<file path="src/rtl/riscv_pkg.sv">
// Shared state encoding and opcode constants for the multicycle controller.
package riscv_pkg;

    localparam logic [3:0] S_FETCH    = 4'd0;
    localparam logic [3:0] S_DECODE   = 4'd1;
    localparam logic [3:0] S_MEMADR   = 4'd2;
    localparam logic [3:0] S_MEMREAD  = 4'd3;
    localparam logic [3:0] S_MEMWB    = 4'd4;
    localparam logic [3:0] S_MEMWRITE = 4'd5;
    localparam logic [3:0] S_EXECR    = 4'd6;
    localparam logic [3:0] S_EXECI    = 4'd7;
    localparam logic [3:0] S_ALUWB    = 4'd8;
    localparam logic [3:0] S_BEQ      = 4'd9;
    localparam logic [3:0] S_JAL      = 4'd10;

    typedef enum logic [3:0] {
        StFetch    = S_FETCH,
        StDecode   = S_DECODE,
        StMemAdr   = S_MEMADR,
        StMemRead  = S_MEMREAD,
        StMemWb    = S_MEMWB,
        StMemWrite = S_MEMWRITE,
        StExecR    = S_EXECR,
        StExecI    = S_EXECI,
        StAluWb    = S_ALUWB,
        StBeq      = S_BEQ,
        StJal      = S_JAL
    } state_t;

    localparam logic [6:0] OP_LOAD  = 7'b0000011;
    localparam logic [6:0] OP_STORE = 7'b0100011;
    localparam logic [6:0] OP_RTYPE = 7'b0110011;
    localparam logic [6:0] OP_ITYPE = 7'b0010011;
    localparam logic [6:0] OP_BEQ   = 7'b1100011;
    localparam logic [6:0] OP_JAL   = 7'b1101111;

    // States that hold a memory request open until mem_ready.
    function automatic logic is_wait_state(state_t s);
        return (s == StFetch) || (s == StMemRead) || (s == StMemWrite);
    endfunction

endpackage

</file>
<file path="src/rtl/mc_wait_timer.sv">
// Memory-wait counter; at_limit flags an all-ones count (2^TO_W-1 wait cycles).
module mc_wait_timer #(
    parameter int unsigned TO_W = 4
) (
    input  logic clk,
    input  logic reset_n,
    input  logic clear,
    input  logic inc,
    output logic at_limit
);

    logic [TO_W-1:0] count_q, count_d;

    assign at_limit = &count_q;

    always_comb begin
        count_d = count_q;
        if (clear) begin
            count_d = '0;
        end else if (inc && !at_limit) begin
            count_d = count_q + 1'b1;
        end
    end

    always_ff @(posedge clk or negedge reset_n) begin
        if (!reset_n) begin
            count_q <= '0;
        end else begin
            count_q <= count_d;
        end
    end

endmodule

</file>
<file path="src/rtl/multicycle_controller.sv">
// Multicycle RISC-V control FSM with optional memory-wait timeout.
// Define MC_TIMEOUT_EN to build the timeout counter and mem_err reporting.
module multicycle_controller
    import riscv_pkg::*;
#(
    parameter int unsigned TO_W = 4
) (
    input  logic       clk,
    input  logic       reset_n,
    input  logic [6:0] op,
    input  logic       zero,
    input  logic       mem_ready,
    output logic       mem_req,
    output logic       pcwrite,
    output logic       adrsrc,
    output logic       memwrite,
    output logic       irwrite,
    output logic       regwrite,
    output logic [1:0] resultsrc,
    output logic [1:0] alusrca,
    output logic [1:0] alusrcb,
    output logic [1:0] aluop,
    output logic       illegal_op,
    output logic       mem_err
);

    state_t state_q, state_d;
    logic   pcupdate, branch, timeout;

`ifdef MC_TIMEOUT_EN
    logic wait_st, at_limit, wt_clear, wt_inc;

    assign wait_st  = is_wait_state(state_q);
    assign timeout  = wait_st & at_limit & ~mem_ready;
    // Clearing on any state change doubles as "clear on entry" to the next wait state.
    assign wt_clear = (state_d != state_q) | timeout;
    assign wt_inc   = wait_st & ~mem_ready;

    mc_wait_timer #(
        .TO_W(TO_W)
    ) u_wait_timer (
        .clk     (clk),
        .reset_n (reset_n),
        .clear   (wt_clear),
        .inc     (wt_inc),
        .at_limit(at_limit)
    );
`else
    logic unused_to_w;
    assign unused_to_w = ^TO_W;
    assign timeout     = 1'b0;
`endif

    always_ff @(posedge clk or negedge reset_n) begin
        if (!reset_n) begin
            state_q <= StFetch;
        end else begin
            state_q <= state_d;
        end
    end

    always_comb begin
        state_d    = state_q;
        mem_req    = 1'b0;
        adrsrc     = 1'b0;
        memwrite   = 1'b0;
        irwrite    = 1'b0;
        regwrite   = 1'b0;
        resultsrc  = 2'b00;
        alusrca    = 2'b00;
        alusrcb    = 2'b00;
        aluop      = 2'b00;
        illegal_op = 1'b0;
        pcupdate   = 1'b0;
        branch     = 1'b0;

        unique case (state_q)
            StFetch: begin
                mem_req   = 1'b1;
                resultsrc = 2'b10;
                alusrcb   = 2'b10;
                if (mem_ready) begin
                    irwrite  = 1'b1;
                    pcupdate = 1'b1;
                    state_d  = StDecode;
                end
            end
            StDecode: begin
                alusrca = 2'b01;
                alusrcb = 2'b01;
                case (op)
                    OP_LOAD, OP_STORE: state_d = StMemAdr;
                    OP_RTYPE:          state_d = StExecR;
                    OP_ITYPE:          state_d = StExecI;
                    OP_BEQ:            state_d = StBeq;
                    OP_JAL:            state_d = StJal;
                    default: begin
                        illegal_op = 1'b1;
                        state_d    = StFetch;
                    end
                endcase
            end
            StMemAdr: begin
                alusrca = 2'b10;
                alusrcb = 2'b01;
                state_d = (op == OP_LOAD) ? StMemRead : StMemWrite;
            end
            StMemRead: begin
                mem_req = 1'b1;
                adrsrc  = 1'b1;
                if (mem_ready) begin
                    state_d = StMemWb;
                end else if (timeout) begin
                    state_d = StFetch;
                end
            end
            StMemWb: begin
                resultsrc = 2'b01;
                regwrite  = 1'b1;
                state_d   = StFetch;
            end
            StMemWrite: begin
                mem_req  = 1'b1;
                adrsrc   = 1'b1;
                memwrite = 1'b1;
                if (mem_ready || timeout) begin
                    state_d = StFetch;
                end
            end
            StExecR: begin
                alusrca = 2'b10;
                aluop   = 2'b10;
                state_d = StAluWb;
            end
            StExecI: begin
                alusrca = 2'b10;
                alusrcb = 2'b01;
                aluop   = 2'b10;
                state_d = StAluWb;
            end
            StAluWb: begin
                regwrite = 1'b1;
                state_d  = StFetch;
            end
            StBeq: begin
                alusrca = 2'b10;
                aluop   = 2'b01;
                branch  = 1'b1;
                state_d = StFetch;
            end
            StJal: begin
                alusrca  = 2'b01;
                alusrcb  = 2'b10;
                pcupdate = 1'b1;
                state_d  = StAluWb;
            end
            default: state_d = StFetch;
        endcase

        mem_err = timeout;
        pcwrite = pcupdate | (branch & zero);

        // Reset must silence every strobe, including the FETCH mem_req.
        if (!reset_n) begin
            mem_req    = 1'b0;
            pcwrite    = 1'b0;
            adrsrc     = 1'b0;
            memwrite   = 1'b0;
            irwrite    = 1'b0;
            regwrite   = 1'b0;
            resultsrc  = 2'b00;
            alusrca    = 2'b00;
            alusrcb    = 2'b00;
            aluop      = 2'b00;
            illegal_op = 1'b0;
            mem_err    = 1'b0;
        end
    end

endmodule
</file>
<file path="config.mk">
export PLATFORM = sky130hd
export DESIGN_NAME = multicycle_controller
export DESIGN_NICKNAME = d
export VERILOG_FILES = /design/src/rtl/riscv_pkg.sv /design/src/rtl/mc_wait_timer.sv /design/src/rtl/multicycle_controller.sv
export SDC_FILE = /design/constraint.sdc
export NUM_CORES = 1
export LEC_CHECK = 0
export CORE_MARGIN = 4
export CORE_UTILIZATION = 35
export CTS_CLUSTER_SIZE = 24
export DETAILED_ROUTE_END_ITERATION = 8
export PLACE_DENSITY = 0.73
export SLEW_MARGIN = 25
export SYNTH_ARGS = -nofsm -noshare
export SYNTH_HDL_FRONTEND = slang
export SYNTH_SLANG_ARGS = --single-unit
</file>
<file path="constraint.sdc">
create_clock -name clk -period 1.5 [get_ports clk]
set_input_delay 0.45 -clock clk [delete_from_list [all_inputs] [get_ports clk]]
set_output_delay 0.45 -clock clk [all_outputs]
set_load 0.005 [all_outputs]
</file>
==> flow_summary.json <==
{
  "grt_overflow": 0,
  "nets": 165,
  "syn_to_final_growth_pct": 140,
  "initial_core_util": 0.374,
  "syn-instance-count": 85,
  "fin_cells": 168,
  "antenna_found_initial": 0,
  "drive_gt1_frac": 0.664,
  "use_met2": 0.456,
  "clk_pin_slew_ps": 50,
  "maxCapViolations": 0,
  "finalSetupTns_ps": -5660,
  "rsz0062_at_grt": "yes",
  "cts_tree": "done",
  "hp-class": "input pin to asynchronous set/reset pin",
  "grt_pass1_vias": 886,
  "die_y_um": 48.1,
  "cts_buffers": 3,
  "async_flop_share": 1.00,
  "grt_util_met1": 0.273,
  "syn_avg_cell_area_um2": 6.62,
  "path_class": "register to output pin",
  "hold_viol": 0,
  "fmax_mhz": 503,
  "wl_mm": 3.05,
  "clock_latency_ps": 250,
  "root_buffer": "clkbuf_4",
  "grt_pass1_wl_mm": 4.02,
  "vdd_drop_max_v": 0.000703,
  "port-buffer-count": 25,
  "ctsHoldBuffers": 0,
  "p_leak_nw": 0.625,
  "h-tree-depth": 1,
  "routedWlPerCell_um": 18.2,
  "cts_sinks": 4,
  "fin_util": 0.896,
  "rows": 14,
  "startpoint": "state_q[1]",
  "via_count": 973,
  "ys.flop_type": "dfrtp_1",
  "slew_viol_final": 0,
  "dieArea_um2": 2310,
  "antenna_cells": 0,
  "place_inst": 147,
  "violations": "negative setup slack",
  "dp_hpwl_mm": 1.54,
  "largest_register_ffs": 4,
  "die_w_um": 48.1,
  "setup_violations": 18,
  "critPathCaptureType": "output pin",
  "grt_use_total": 0.252,
  "power.density_nw_per_um2": 422,
  "regMostFlops": "state_q",
  "vias_per_cell": 5.79,
  "worstPathRequired_ps": 1050,
  "setup_ws_ps": -487,
  "r2r_start": "state_q[1]",
  "busiest_layer": "met2",
  "postRouteAntennaNets": 0,
  "drtPass1Iterations": 4,
  "skew_ps": 15.9,
  "critPathMaxFanout": 6,
  "timing.hold.ws_ps": 355,
  "yosysWarnings": 0,
  "globalplace.congestion": 0.863,
  "critPathArrivalTime_ps": 1540,
  "ys_seq_area_frac": 0.178,
  "grt_max_degree": 9,
  "ios": 27,
  "min_period_over_period": 1.32,
  "synth_edf_count": 0,
  "gr-usage-met3": 0.0590,
  "syn-num-nets": 96,
  "largestRegisters": "state_q: 4 flops",
  "drt_iter0_drc": 32,
  "coreArea_um2": 1510,
  "ys_seq_elements": 4,
  "synthesis.area_um2": 563,
  "power_mw": 0.570,
  "route.detailed.drc": 0,
  "cts.path.max_buffers": 2,
  "period_needed_ps": 1990,
  "status": "finished with violations",
  "yosysUniqueCellTypes": 35,
  "crit_path_start_kind": "register",
  "rrSetupSlack_ps": -110
}
-- logic make-up after synthesis --
logic type / Yosys count / share of synthesized area
other: 1 / 0.00666
AND/OR/NAND/NOR: 43 / 0.411
flip-flops: 4 / 0.178
XOR/XNOR: 3 / 0.0467
multiplexers: 1 / 0.0200
buffers and inverters: 10 / 0.0778
AO/OA/AOI/OAI: 23 / 0.260
-- Yosys cell counts (2+ instances only) --
cell type | count | share of area
nor2b_1 | 2 | 0.022
a21oi_1 | 6 | 0.053
dfrtp_1 | 4 | 0.18
inv_1 | 4 | 0.027
nor2_1 | 13 | 0.087
o21ai_0 | 6 | 0.053
nand3b_1 | 2 | 0.027
or2_1 | 2 | 0.022
buf_2 | 2 | 0.018
a32oi_1 | 2 | 0.031
clkbuf_1 | 3 | 0.020
xor2_1 | 2 | 0.031
o22ai_1 | 3 | 0.033
nand2_1 | 8 | 0.053
nand2b_1 | 4 | 0.044
nor3_1 | 3 | 0.027
-- routing by layer --
| metal | vias to the layer above | wire (um) |
|---|---|---|
| li1 | 440 | - |
| met1 | 458 | 1130 |
| met2 | 63 | 1520 |
| met3 | 12 | 305 |
| met4 | 0 | 99 |
| met5 | - | 0 |
-- worst paths after layout --
path                              end  depth (start not counted)
min                        state_q[2]                          3
min in group clk           state_q[0]                          4
max                           pcwrite                          6
max in group asynchronous  state_q[0]                          3
max reg2reg                state_q[0]                          7
min reg2reg                state_q[1]                          3
-- report_power, final --
part / internal (mW) / switching (mW) / leakage [nW]
registers: 0.113 / 0.00691 / 0.0494
clock network: 0.0899 / 0.0516 / 0.0138
logic: 0.169 / 0.139 / 0.562
-- worst max-delay path, stage by stage (launching register included) --
cell	delay (ps)
dfrtp_2	450
buf_6	140
and2b_2	230
buf_6	110
a21oi_2	50
o21bai_1	160
buf_2	140
-- per-stage QoR --
step                      setup WS, ps  cell area (um^2)
after CTS                         -455              1250
after global routing              -553              1350
after detailed placement          -922              1030
final                             -487              1350
after floorplan                  -77.5               589
after global placement            -883              1030
-- cell usage in the layout, fill, tap and decap left out, drive strengths merged, types with 2 or more instances in the layout --
cell         netlist  routed
a32oi              2       2
clkbuf             3       3
dfrtp              4       4
dlygate4sd2        0       4
nand2              8       8
nand3b             2       2
or2                2       2
nor3               3       3
nor2              13      13
o22ai              3       3
nand2b             4       4
buf                3      63
nor2b              2       2
a21oi              6       6
o21ai              6       6
inv                4       4
xor2               2       2
-- what timing repair did --
action,in CTS,in global routing
hold endpoints to repair,0,0
cloned,0,0
setup endpoints to repair,19,18
buffers inserted,18,3
gates resized for setup,119,20
pin swaps,28,13
-- area by class of cell --
class	count	area [um^2]
well taps	16	20.0
flip-flops and latches	4	104
inverters	4	15.0
fillers	71	156
clock buffers	3	22.5
repair buffers	70	594
multi-input cells	71	594
No activity file was read; power rests on OpenSTA's default activity.
